--- src/rtl/updown_counter_param.sv ---
// Parametrised up/down counter with modulus, clear, load and wrap-or-saturate at the range ends.
// Define UDC_STICKY_EN to add the err_clr input and the sticky overflow/underflow flag err_sticky.
module updown_counter_param #(
   parameter int unsigned      WIDTH    = 8,
   parameter logic [WIDTH-1:0] MAX_VAL  = {WIDTH{1'b1}},
   parameter bit               SATURATE = 1'b0
) (
   input  logic             clk,
   input  logic             reset_n,
   input  logic             clr,
   input  logic             load,
   input  logic [WIDTH-1:0] load_val,
   input  logic             en,
   input  logic             updown,
`ifdef UDC_STICKY_EN
   input  logic             err_clr,
   output logic             err_sticky,
`endif
   output logic [WIDTH-1:0] qout,
   output logic             tc,
   output logic             ovf,
   output logic             unf
);

   logic [WIDTH-1:0] q_nxt;
   logic             ovf_nxt;
   logic             unf_nxt;
   logic             at_top;
   logic             at_bot;

   function automatic logic [WIDTH-1:0] clamp_load(input logic [WIDTH-1:0] v);
      return (v > MAX_VAL) ? MAX_VAL : v;
   endfunction

   // Value taken when a step runs past a range end: hold in saturate mode, else wrap.
   function automatic logic [WIDTH-1:0] end_value(input logic [WIDTH-1:0] hold_v,
                                                  input logic [WIDTH-1:0] wrap_v);
      return SATURATE ? hold_v : wrap_v;
   endfunction

   assign at_top = (qout == MAX_VAL);
   assign at_bot = (qout == '0);
   assign tc     = en & ~clr & ~load & ((~updown & at_top) | (updown & at_bot));

   always_comb begin
      q_nxt   = qout;
      ovf_nxt = 1'b0;
      unf_nxt = 1'b0;
      if (clr) begin
         q_nxt = '0;
      end else if (load) begin
         q_nxt = clamp_load(load_val);
      end else if (en) begin
         if (!updown) begin
            if (at_top) begin
               ovf_nxt = 1'b1;
               q_nxt   = end_value(MAX_VAL, '0);
            end else begin
               q_nxt = qout + WIDTH'(1);
            end
         end else begin
            if (at_bot) begin
               unf_nxt = 1'b1;
               q_nxt   = end_value('0, MAX_VAL);
            end else begin
               q_nxt = qout - WIDTH'(1);
            end
         end
      end
   end

   always_ff @(posedge clk or negedge reset_n) begin
      if (!reset_n) begin
         qout <= '0;
         ovf  <= 1'b0;
         unf  <= 1'b0;
      end else begin
         qout <= q_nxt;
         ovf  <= ovf_nxt;
         unf  <= unf_nxt;
      end
   end

`ifdef UDC_STICKY_EN
   // Set is taken from the same edge that raises ovf/unf, so a coincident clear loses.
   always_ff @(posedge clk or negedge reset_n) begin
      if (!reset_n) begin
         err_sticky <= 1'b0;
      end else if (ovf_nxt | unf_nxt) begin
         err_sticky <= 1'b1;
      end else if (err_clr) begin
         err_sticky <= 1'b0;
      end
   end
`endif

endmodule

--- config.mk ---
export PLATFORM = sky130hd
export DESIGN_NAME = updown_counter_param
export DESIGN_NICKNAME = d
export VERILOG_FILES = /design/src/rtl/updown_counter_param.sv
export SDC_FILE = /design/constraint.sdc
export NUM_CORES = 1
export LEC_CHECK = 0
export BUFFER_PORTS_ARGS = -buffer_cell sky130_fd_sc_hd__buf_4
export CORE_MARGIN = 3
export CORE_UTILIZATION = 54
export CTS_BUF_LIST = sky130_fd_sc_hd__clkbuf_8
export DETAILED_ROUTE_END_ITERATION = 6
export GPL_TIMING_DRIVEN = 0
export HOLD_SLACK_MARGIN = 0.05
export PLACE_DENSITY = 0.81
export SYNTH_ARGS = -nofsm -noshare
export SYNTH_HDL_FRONTEND = slang
export SYNTH_SLANG_ARGS = --single-unit
export TNS_END_PERCENT = 100
--- constraint.sdc ---
create_clock -name clk -period 2.15 [get_ports clk]
set_input_delay 0.3225 -clock clk [delete_from_list [all_inputs] [get_ports clk]]
set_output_delay 0.3225 -clock clk [all_outputs]
set_load 0.02 [all_outputs]
==> flow_summary.html <==
<table>
<tr><th>Metric</th><th>Value</th></tr>
<tr><th colspan="2">Timing</th></tr>
<tr><td>Final-report max-slew violation count</td><td>0</td></tr>
<tr><td>Share of the clock period used by the worst path after layout</td><td>97.3%</td></tr>
<tr><td>Relative slew slack</td><td>63.2%</td></tr>
<tr><td>Post-Route Setup TNS</td><td>0 ns</td></tr>
<tr><td>Final Setup Violations</td><td>0</td></tr>
<tr><td>Least-Margin Pin Slew</td><td>0.551 ns</td></tr>
<tr><td>FMAX</td><td>approximately 0.48 GHz</td></tr>
<tr><td>Number of hold violations in the final report</td><td>0</td></tr>
<tr><td>Minimum period implied by the final worst setup slack</td><td>approximately 2.1 ns</td></tr>
<tr><td>Unrepaired setup endpoints after global routing</td><td>false</td></tr>
<tr><td>Final setup skew</td><td>approximately 0.0028 ns</td></tr>
<tr><th colspan="2">Drt</th></tr>
<tr><td>Detailed Routing Iterations Pass 1</td><td>5</td></tr>
<tr><td>Drt wl/cell</td><td>about 18 um</td></tr>
<tr><td>Vias per std cell</td><td>6.48</td></tr>
<tr><td>Wirelength, routed</td><td>between 3 and 4 mm</td></tr>
<tr><td>Number of vias after detailed routing</td><td>1,166</td></tr>
<tr><td>Post-route antenna net violation count</td><td>0</td></tr>
<tr><td>Initial DRC Count</td><td>93</td></tr>
<tr><td>Post-detailed-route DRC marker count</td><td>0</td></tr>
<tr><th colspan="2">Global route</th></tr>
<tr><td>Maximum number of pins on one net before global-route repair</td><td>11</td></tr>
<tr><td>Total global-route track usage</td><td>25.0%</td></tr>
<tr><td>Number of global-route vias before repair</td><td>989</td></tr>
<tr><td>Number of antenna violations at the first check in global routing</td><td>0</td></tr>
<tr><td>GRT Residual Overflow</td><td>0</td></tr>
<tr><td>Global-route wire length before repair</td><td>approximately 4.7 mm</td></tr>
<tr><th colspan="2">Worst setup path</th></tr>
<tr><td>Arrival @ worst endpoint</td><td>between 1.5 and 2 ns</td></tr>
<tr><td>Cell class contributing the biggest share of worst-path delay</td><td>simple AND/OR/NAND/NOR gates</td></tr>
<tr><td>Worst reg2reg path endpoint</td><td>qout[6]</td></tr>
<tr><td>Reg2Reg Launch Point</td><td>qout[0]</td></tr>
<tr><td>Critical-path maximum fanout</td><td>7</td></tr>
<tr><td>Setup slack of the most critical reg-to-reg path</td><td>0.15 ns</td></tr>
<tr><td>Bufs and invs on worst path</td><td>2</td></tr>
<tr><td>Worst path depth</td><td>5</td></tr>
<tr><td>Crit path kind</td><td>reg2out</td></tr>
<tr><td>Worst-path cell with the longest stage delay</td><td>sky130_fd_sc_hd__nor4_4</td></tr>
<tr><td>Critical Path RT</td><td>1.83 ns</td></tr>
<tr><td>Reg2Reg Depth</td><td>8</td></tr>
<tr><td>CP Cell Sequence</td><td>buf_6, nor4_4, nand3_2, a21oi_2, buf_4</td></tr>
<tr><td>Worst setup EP type</td><td>output pin</td></tr>
<tr><td>Critical path launch point type</td><td>flop</td></tr>
<tr><td>Largest stage delay on the critical path</td><td>0.51 ns</td></tr>
<tr><th colspan="2">Logic synthesis</th></tr>
<tr><td>Number of distinct standard cells referenced by the synthesized netlist</td><td>46</td></tr>
<tr><td>Number of synthesis warnings</td><td>0</td></tr>
<tr><td>Post-synth top area share</td><td>25.2%</td></tr>
<tr><td>Share of synthesized registers carrying an async set or reset</td><td>100%</td></tr>
<tr><td>Leading post-synthesis cells by cell area</td><td>sky130_fd_sc_hd__dfrtp_1 (25%), sky130_fd_sc_hd__a21oi_1 (4.5%), sky130_fd_sc_hd__buf_4 (4.5%), sky130_fd_sc_hd__a211oi_1 (3.8%), sky130_fd_sc_hd__ha_1 (3.8%)</td></tr>
<tr><td>Area of the mapped netlist</td><td>993 um2</td></tr>
<tr><td>Instance count of the mapped netlist</td><td>120</td></tr>
<tr><td>Average cell area after synthesis</td><td>~8.3 um2</td></tr>
<tr><td>Synth Register Bits</td><td>10</td></tr>
<tr><td>Share of synthesized area occupied by flip-flops and latches</td><td>between 20% and 30%</td></tr>
<tr><td>Number of synthesized flops with an enable pin</td><td>0</td></tr>
<tr><td>Main synth FF type</td><td>sky130_fd_sc_hd__dfrtp_1</td></tr>
<tr><td>Synth Net Count</td><td>between 100 and 150</td></tr>
<tr><td>Biggest area consumer among synthesized cells</td><td>sky130_fd_sc_hd__dfrtp_1</td></tr>
<tr><th colspan="2">Layout</th></tr>
<tr><td>Area growth from synthesis to layout</td><td>37.7%</td></tr>
<tr><td>Fraction of final layout cells sized beyond drive strength 1</td><td>between 30 and 40%</td></tr>
<tr><td>Post-layout net count</td><td>174</td></tr>
<tr><td>Number of fill cells</td><td>101</td></tr>
<tr><td>Area occupied by registers</td><td>253 um2</td></tr>
<tr><td>Footprint of the multi-input gates</td><td>between 600 and 700 um2</td></tr>
<tr><td>Count of inserted antenna diode cells</td><td>0</td></tr>
<tr><th colspan="2">Worst hold path</th></tr>
<tr><td>Path category of the worst min-delay check</td><td>in2reg</td></tr>
<tr><td>Worst Hold Path EP</td><td>qout[1]</td></tr>
<tr><td>Hold depth</td><td>3</td></tr>
<tr><td>Startpoint of the tightest hold check path</td><td>load_val[1]</td></tr>
<tr><th colspan="2">Status</th></tr>
<tr><td>Status</td><td>finished, final reports clean</td></tr>
<tr><th colspan="2">Clock tree</th></tr>
<tr><td>TritonCTS buffer count</td><td>3</td></tr>
<tr><td>Maximum level of the CTS H-tree</td><td>1</td></tr>
<tr><td>Clock-pin slew on the worst setup and hold paths</td><td>roughly 0.060 ns</td></tr>
<tr><td>Clock tree buffer depth</td><td>2</td></tr>
<tr><td>Clock latency on the worst-skew pair</td><td>0.24 ns</td></tr>
<tr><td>CTS Sinks</td><td>10</td></tr>
<tr><td>Buffer cell driving the clock tree root</td><td>sky130_fd_sc_hd__clkbuf_8</td></tr>
<tr><td>Clock tree from TritonCTS</td><td>built</td></tr>
<tr><th colspan="2">Power and ir drop</th></tr>
<tr><td>Leakage power of the design</td><td>around 0.00062 uW</td></tr>
<tr><td>Cell area power density</td><td>552 nW/um2</td></tr>
<tr><td>Post-route total power</td><td>755 uW</td></tr>
<tr><td>IR drop worst, VDD</td><td>0.323 mV</td></tr>
<tr><th colspan="2">Place</th></tr>
<tr><td>Half-perimeter wire length after placement</td><td>1.94 mm</td></tr>
<tr><td>IO Port Bufs</td><td>24</td></tr>
<tr><td>Gpl congestion</td><td>0.919</td></tr>
<tr><th colspan="2">Floorplan</th></tr>
<tr><td>Overall die height</td><td>48.9 um</td></tr>
<tr><td>Die span in x</td><td>48.9 um</td></tr>
<tr><td>Ports</td><td>25</td></tr>
<tr><td>Effective utilization at floorplan</td><td>61.6%</td></tr>
<tr><td>Core Region</td><td>about 1600 um2</td></tr>
<tr><td>Die area</td><td>2390 um2</td></tr>
<tr><td>Number of rows created at floorplan</td><td>14</td></tr>
<tr><th colspan="2">Run</th></tr>
<tr><td>Max cap viols</td><td>0</td></tr>
</table>
## cells in the mapped netlist, drive strengths merged (3+ instances only)
| cell | number |
|---|---|
| dfrtp | 10 |
| nand3 | 4 |
| a21o | 3 |
| buf | 9 |
| and3 | 3 |
| o21ai | 6 |
| nor2 | 9 |
| or3 | 3 |
| a211oi | 5 |
| clkbuf | 3 |
| xnor2 | 4 |
| ha | 3 |
| nor3 | 6 |
| nand2 | 5 |
| nor3b | 3 |
| a21oi | 9 |
| inv | 9 |
## worst max-delay path by stage
stage / endpoint / startpoint / slack, ns
detailed placement: tc / qout[1] / -0.003
global route: tc / qout[0] / 0.007
global placement: tc / qout[1] / 0.04
CTS: tc / qout[1] / 0.00005
floorplan: tc / qout[4] / 0.09
finish: tc / qout[4] / 0.06
## logic make-up after synthesis
| group | synth area share [%] |
|---|---|
| buffers and inverters | 13.0 |
| xor gates and xnor gates | 4.41 |
| DFF | 25.2 |
| muxes | 1.01 |
| adders and majority gates | 3.78 |
| and+or+nand+nor | 24.9 |
| AOI/OAI and AO/OA | 27.7 |
## cell type report
type	instances	share of cell area (%)
buffer	12	7.69
tap	24	2.20
inverter	9	2.47
sequential	10	18.5
timing repair buffer	32	17.6
clock buffer	4	4.03
multi-input combinational	89	47.6
## worst reg2reg max path, stage by stage (launching register included)
cell and delay (ns):
sky130_fd_sc_hd__dfrtp_1 0.36, sky130_fd_sc_hd__buf_4 0.18, sky130_fd_sc_hd__inv_1 0.07, sky130_fd_sc_hd__ha_1 0.21
sky130_fd_sc_hd__nor3b_4 0.16, sky130_fd_sc_hd__buf_4 0.15, sky130_fd_sc_hd__o211a_1 0.19, sky130_fd_sc_hd__or3_1 0.34
sky130_fd_sc_hd__a31o_2 0.23
## timing repair
item | CTS | global route
hold buffers | 1 | 0
pin swaps | 0 | 2
endpoints found under the hold margin | 10 | 0
gates resized for setup | 7 | 7
endpoints found under the setup margin | 1 | 2
cloned | 0 | 1
setup buffers | 1 | 5
## flip-flops by register name, summed over array words and instances (netlist names)
name,count
ovf,1
unf,1
qout,8
## cell usage in the layout (no fill, tap or decap), types with 3 or more instances in the layout
cell	netlist	routed
sky130_fd_sc_hd__nor2_1	9	9
sky130_fd_sc_hd__nand3_1	4	3
sky130_fd_sc_hd__and3_1	3	3
sky130_fd_sc_hd__xnor2_1	4	4
sky130_fd_sc_hd__a211oi_1	5	5
sky130_fd_sc_hd__dfrtp_1	10	8
sky130_fd_sc_hd__nand2_1	4	4
sky130_fd_sc_hd__nor3_1	6	6
sky130_fd_sc_hd__inv_1	9	9
sky130_fd_sc_hd__buf_4	6	35
sky130_fd_sc_hd__a21oi_1	9	8
sky130_fd_sc_hd__o21ai_0	6	6
sky130_fd_sc_hd__clkbuf_8	1	5
sky130_fd_sc_hd__buf_6	2	4
## report_power, final
part	internal (uW)	switching, uW
clock	162	87.2
combinational	134	157
sequential	201	12.9
total	497	257
## metal layers
layer	up-vias	wire [um]	GRT usage (%)
li1	515	-	-
met1	537	1210	33.2
met2	97	1480	36.9
met3	17	372	6.42
met4	0	121	13.3
met5	-	0	0
## through the flow
step / utilization (%) / setup WS (ns) / cells / hold WS [ns] / area [um2]
3_5_place_dp: 74.7 / -0.00318 / 168 / 0.163 / 1200
3_3_place_gp: 74.7 / 0.0434 / 168 / 0.161 / 1200
6_report: 84.9 / 0.0570 / 180 / 0.333 / 1370
2_1_floorplan: - / 0.0946 / 120 / 0.0269 / 993
4_1_cts: 80.8 / 0.0000461 / 174 / 0.336 / 1300
5_1_grt: 84.9 / 0.00738 / 180 / 0.354 / 1370
No activity file was read; power rests on OpenSTA's default activity.
